## src/rtl/mux_sel_reg.sv

```systemverilog
// -----------------------------------------------------------------------------
// mux_sel_reg
//
// Purpose:
//   Registered N-channel bus selector for the two-mode timer datapath. One of
//   NUM_CH count/display buses is routed to a registered output. Channel
//   changes are requested through a valid/ready handshake, take effect only on
//   a timer tick boundary, and are optionally followed by a blanking interval
//   of BLANK_CYC cycles during which the output is forced to zero. Downstream
//   display logic therefore never sees a torn or mid-count value.
//
// Ports:
//   clk        in   rising-edge clock
//   rst_n      in   asynchronous active-low reset
//   in_bus     in   flattened channels, channel k at [k*WIDTH +: WIDTH]
//   req_sel    in   requested channel
//   req_valid  in   request strobe, qualified by req_ready
//   req_ready  out  high only while idle (RUN)
//   tick       in   one-cycle timer boundary strobe
//   freeze     in   holds the output register when high
//   out        out  registered selected bus
//   cur_sel    out  channel currently driving out
//   busy       out  high while a switch is pending or blanking
//   ack        out  one-cycle pulse when a request completes
//   err        out  one-cycle pulse when a request is rejected
// -----------------------------------------------------------------------------
module mux_sel_reg #(
    parameter int WIDTH     = 25,
    parameter int NUM_CH    = 4,
    parameter int SELW      = 4,
    parameter int DEF_CH    = 0,
    parameter int BLANK_CYC = 2
) (
    input  logic                    clk,
    input  logic                    rst_n,
    input  logic [NUM_CH*WIDTH-1:0] in_bus,
    input  logic [SELW-1:0]         req_sel,
    input  logic                    req_valid,
    output logic                    req_ready,
    input  logic                    tick,
    input  logic                    freeze,
    output logic [WIDTH-1:0]        out,
    output logic [SELW-1:0]         cur_sel,
    output logic                    busy,
    output logic                    ack,
    output logic                    err
);

    // Counter only needs to hold BLANK_CYC; keep at least one bit so the
    // register exists even with blanking disabled.
    localparam int CNTW = (BLANK_CYC > 0) ? $clog2(BLANK_CYC + 1) : 1;

    localparam logic [SELW-1:0] DEF_SEL  = SELW'(DEF_CH);
    localparam logic [SELW:0]   NUM_CH_W = (SELW + 1)'(NUM_CH);
    localparam logic [CNTW-1:0] BLANK_LD = CNTW'(BLANK_CYC);
    localparam logic [CNTW-1:0] CNT_ONE  = CNTW'(1);

    typedef enum logic [1:0] {
        ST_RUN   = 2'd0,
        ST_PEND  = 2'd1,
        ST_BLANK = 2'd2
    } state_t;

    state_t            state_q;
    logic [SELW-1:0]   cur_sel_q;
    logic [SELW-1:0]   pend_sel_q;
    logic [CNTW-1:0]   cnt_q;
    logic              ack_q;
    logic              err_q;
    logic [WIDTH-1:0]  out_q;
    logic [WIDTH-1:0]  out_d;
    logic              sel_illegal;
    logic [WIDTH-1:0]  cur_data;

    // Channel lookup by explicit compare per legal channel. A select value at
    // or above NUM_CH matches nothing and yields zero, so a non-power-of-two
    // channel count can never slice outside in_bus.
    function automatic logic [WIDTH-1:0] pick_ch(
        input logic [NUM_CH*WIDTH-1:0] bus,
        input logic [SELW-1:0]         sel
    );
        logic [WIDTH-1:0] res;
        res = '0;
        for (int k = 0; k < NUM_CH; k++) begin
            if (sel == SELW'(k)) begin
                res = bus[k*WIDTH +: WIDTH];
            end
        end
        return res;
    endfunction

    assign sel_illegal = ({1'b0, req_sel} >= NUM_CH_W);
    assign cur_data    = pick_ch(in_bus, cur_sel_q);

    // Control FSM. Blanking counts down from BLANK_CYC; the edge that finds
    // the counter at zero is the one that returns to RUN, raises ack and
    // loads the new channel, so ack and the first new sample coincide. With
    // BLANK_CYC = 0 that edge is the one right after the tick.
    always_ff @(posedge clk or negedge rst_n) begin
        if (!rst_n) begin
            state_q    <= ST_RUN;
            cur_sel_q  <= DEF_SEL;
            pend_sel_q <= DEF_SEL;
            cnt_q      <= '0;
            ack_q      <= 1'b0;
            err_q      <= 1'b0;
        end else begin
            ack_q <= 1'b0;
            err_q <= 1'b0;
            case (state_q)
                ST_RUN: begin
                    // Any tick in RUN, including one coincident with the
                    // accepted request, is deliberately not used.
                    if (req_valid) begin
                        if (sel_illegal) begin
                            err_q <= 1'b1;
                        end else if (req_sel == cur_sel_q) begin
                            ack_q <= 1'b1;
                        end else begin
                            pend_sel_q <= req_sel;
                            state_q    <= ST_PEND;
                        end
                    end
                end
                ST_PEND: begin
                    // No queueing: req_valid is ignored until back in RUN.
                    if (tick) begin
                        cur_sel_q <= pend_sel_q;
                        cnt_q     <= BLANK_LD;
                        state_q   <= ST_BLANK;
                    end
                end
                ST_BLANK: begin
                    if (cnt_q == '0) begin
                        ack_q   <= 1'b1;
                        state_q <= ST_RUN;
                    end else begin
                        cnt_q <= cnt_q - CNT_ONE;
                    end
                end
                default: begin
                    state_q <= ST_RUN;
                end
            endcase
        end
    end

    // Output next value. cur_sel_q already holds the new channel while
    // blanking, so the final blanking edge can load it directly.
    always_comb begin
        out_d = cur_data;
        if (state_q == ST_BLANK && cnt_q != '0) begin
            out_d = '0;
        end
    end

    // freeze gates only this register, blanking zeros included.
    always_ff @(posedge clk or negedge rst_n) begin
        if (!rst_n) begin
            out_q <= '0;
        end else if (!freeze) begin
            out_q <= out_d;
        end
    end

    assign out       = out_q;
    assign cur_sel   = cur_sel_q;
    assign ack       = ack_q;
    assign err       = err_q;
    assign busy      = (state_q != ST_RUN);
    assign req_ready = (state_q == ST_RUN);

endmodule

```

## config.mk

```make
export PLATFORM = sky130hd
export DESIGN_NAME = mux_sel_reg
export DESIGN_NICKNAME = d
export VERILOG_FILES = /design/src/rtl/mux_sel_reg.sv
export SDC_FILE = /design/constraint.sdc
export NUM_CORES = 1
export LEC_CHECK = 0
export CORE_ASPECT_RATIO = 1.4
export CORE_MARGIN = 4
export CORE_UTILIZATION = 40
export CTS_CLUSTER_DIAMETER = 120
export DETAILED_ROUTE_END_ITERATION = 10
export DONT_BUFFER_PORTS = 1
export PLACE_DENSITY_LB_ADDON = 0.2
export SLEW_MARGIN = 40
export SYNTH_ARGS = -nofsm -noshare
export SYNTH_HDL_FRONTEND = slang
export SYNTH_SLANG_ARGS = --single-unit
```

## constraint.sdc

```tcl
create_clock -name clk -period 4.4 [get_ports clk]
set_input_delay 0.66 -clock clk [delete_from_list [all_inputs] [get_ports clk]]
set_output_delay 0.66 -clock clk [all_outputs]
set_load 0.03 [all_outputs]
```

==> results.toml <==
[run_status]
run_status = "complete, no violations"

[final_layout]
antenna_cells_inserted = 0
final_non_filler_cell_area_um2 = 2440
layout-area-overhead-vs-synth_pct = 4.78
final_stage_net_count = 322
drive_above_1_share_pct = 8.92

[cts]
tritoncts = "yes"
cts_root_buffer = "sky130_fd_sc_hd__clkbuf_8"
postCtsSetupRepairBufs = 0
clk_path_buf_depth = 2
cts_buffers = 5
clkTransAtPathRegs_ps = 80
clk-insertion-delay-late_ps = 290
holdBufCountCts = 0
number_of_gates_given_a_new_drive_strength_after_cts = 0
cts_num_sinks = 39
htree_num_levels = 2

[logic_synthesis]
postSynthRegisterBits = 39
post-synth-top-area-fraction_pct = 41.9
yosys-top-cells-area = "sky130_fd_sc_hd__dfrtp_1, sky130_fd_sc_hd__mux2i_1, sky130_fd_sc_hd__a22o_1"
synth-seq-area-share_pct = 41.9
synth_cell_type_count = 31
postSynthNetCount = 329
synth.cell_area_um2 = 2330
syn_area_per_cell_um2 = 10.6
synth_warnings = 0
synthCells = 219
synth_top_area_cell = "sky130_fd_sc_hd__dfrtp_1"

[sta]
setup_tns_ps = 0
finalHoldViolCount = 0
fin_worst_hold_slack_ps = 57.0
clock_skew_ps = 11.4
layout_min_cycle_time_ps = 2310
period_share_pct = 52.4
grt_setup_unrepaired = "no"
slew_headroom_pct = 52.4
fmaxAchievable_mhz = 433
final_setup_viols = 0
least_margin_pin_slew_ps = 711
drv_slew = 0

[global_route]
grt_pass1_vias = 1762
globalRouteTotalUtil_pct = 16.5
grt_overflow = 0
wire_length_of_the_first_global_routing_pass_um = 9290
grt_start_max_net_pins = 41
number_of_antenna_violations_at_the_first_check_in_global_routing = 0

[power_and_ir_drop]
power_density_nw_per_um2 = 759
fin_total_pwr_mw = 1.85
leakage_nw = 1.03
vdd_drop_max_v = 0.000313

[route]
route.detailed.wl_per_inst_um = 20.7
route.detailed.drc = 0
postRouteWirelength_um = 5830
antenna_violation_net_count_after_detailed_routing = 0
first_iter_violations = 50
drt-pass1-iter-count = 4
detail_route.vias_per_cell = 6.00
num_vias = 1685

[die]
floorplan.initialDensity_pct = 41.8
die_h_um = 98.3
die_w_um = 72.5
core-area_um2 = 5570
die_area_um2 = 7120
pin_count = 142
number_of_rows_created_at_floorplan = 32

[worst_setup_path]
worstPathBufferInverterCount = 1
crit_fanout = 7
worst_setup_path_end_kind = "primary output"
worstSetupPathType = "register to primary output"
cp_slowest_cell = "sky130_fd_sc_hd__nor2_1"
cp.arrival_ps = 1650
timing.critical_path.max_delay_family = "simple AND/OR/NAND/NOR gates"
critPathRequiredTime_ps = 3740
start_kind = "register"
critical_path.cell_chain = "nor2_1, inv_1"
crit_path_max_incr_delay_ps = 580

[min_path]
worstHoldPathType = "input port to async pin"

[placement]
post_dp_cell_area_um2 = 2350
io_buffers = 0
gpl.final_weighted_congestion = 0.763
hpwl_um = 4290

[run]
cap_viol_max_count = 0
-- through the flow --
stage / setup WS, ps / utilization, % / std cells
floorplan: 2500 / - / 219
global placement: 2380 / 41.7 / 271
detailed placement: 2410 / 42.3 / 273
CTS: 2080 / 43.8 / 281
global route: 2000 / 43.8 / 281
finish: 2090 / 43.8 / 281
-- routing by layer --
| metal | vias up | global-route usage, % | part of all wire (%) | wire, um |
|---|---|---|---|---|
| met5 | - | 0 | 0 | 0 |
| met4 | 0 | 4.83 | 1.5 | 85 |
| met3 | 8 | 5.87 | 8.8 | 513 |
| met2 | 64 | 28.4 | 54 | 3130 |
| met1 | 810 | 18.9 | 36 | 2100 |
| li1 | 803 | - | - | - |
-- worst paths after layout --
check | startpoint | to | slack, ps | cells past startpoint
max in group asynchronous | rst_n | out[13]$_DFFE_PN0N_ | 4240 | 0
max reg2reg | state_q[0]$_DFFE_PN0P_ | pend_sel_q[1]$_DFFE_PN0P_ | 2450 | 4
min reg2reg | pend_sel_q[3]$_DFFE_PN0P_ | cur_sel[3]$_DFFE_PN0P_ | 490 | 1
min in group clk | req_valid | err$_DFF_PN0_ | 470 | 2
max | state_q[0]$_DFFE_PN0P_ | busy | 2090 | 2
min | rst_n | out[8]$_DFFE_PN0N_ | 60 | 0
-- worst register-to-register path: stages, from the launching register on --
cell and delay, ps:
sky130_fd_sc_hd__dfrtp_1 450, sky130_fd_sc_hd__nor2_1 580, sky130_fd_sc_hd__nand3_1 190, sky130_fd_sc_hd__and2b_4 330, sky130_fd_sc_hd__mux2_4 300
-- logic make-up after synthesis --
family / count (synthesis) / synth area share [%]
xor+xnor: 4 / 1.50
buf+inv: 21 / 5.43
fa+ha+maj: 1 / 0.537
simple gates: 46 / 12.8
compound gates: 77 / 23.3
flops: 39 / 41.9
mux: 31 / 14.5
-- cell type report --
type                       instances  area [um2]
clock inverter                     2        12.5
fill                             536        3130
multi-input combinational        159        1230
tap                               68        85.1
sequential                        39         980
timing repair buffer               4        46.3
inverter                           3        11.3
clock buffer                       6        72.6
-- state kept, by name, summed over array words and instances, names as in the netlist --
signal	flops
cur_sel	4
err	1
out	25
ack	1
pend_sel_q	4
cnt_q	2
state_q	2
-- power breakdown --
part | total, mW | switching, mW | internal, mW | leakage [nW]
Clock | 0.239 | 0.128 | 0.111 | 0.0412
Combinational | 0.712 | 0.366 | 0.346 | 0.503
Sequential | 0.900 | 0.400 | 0.500 | 0.488
Total | 1.85 | 0.894 | 0.957 | 1.03
-- Yosys cell counts, drive strengths merged --
master and number:
nand2b 1, nand4 1, nor4 1, a22o 24, buf 15, nand2 3, or2 1, a31oi 1
nor2 6, nor3b 3, nand3b 2, dfrtp 39, a32o 1, a21oi 24, inv 3, nand3 1
nor2b 26, clkbuf 3, a211oi 24, ha 1, o21ai 3, xnor2 4, mux2i 24, and2b 1
mux4 1, mux2 6
-- placed cells by master, fill, tap and decap left out, drive strengths merged, types with 2 or more instances in the layout --
master	n
nor2	6
nor2b	26
a21oi	24
o21ai	3
buf	4
mux2	6
mux2i	24
nand2	3
a22o	24
nor3b	3
clkbuf	6
dfrtp	39
xnor2	4
inv	3
a211oi	24
nand3b	2
(Power assumes the default switching activity.)
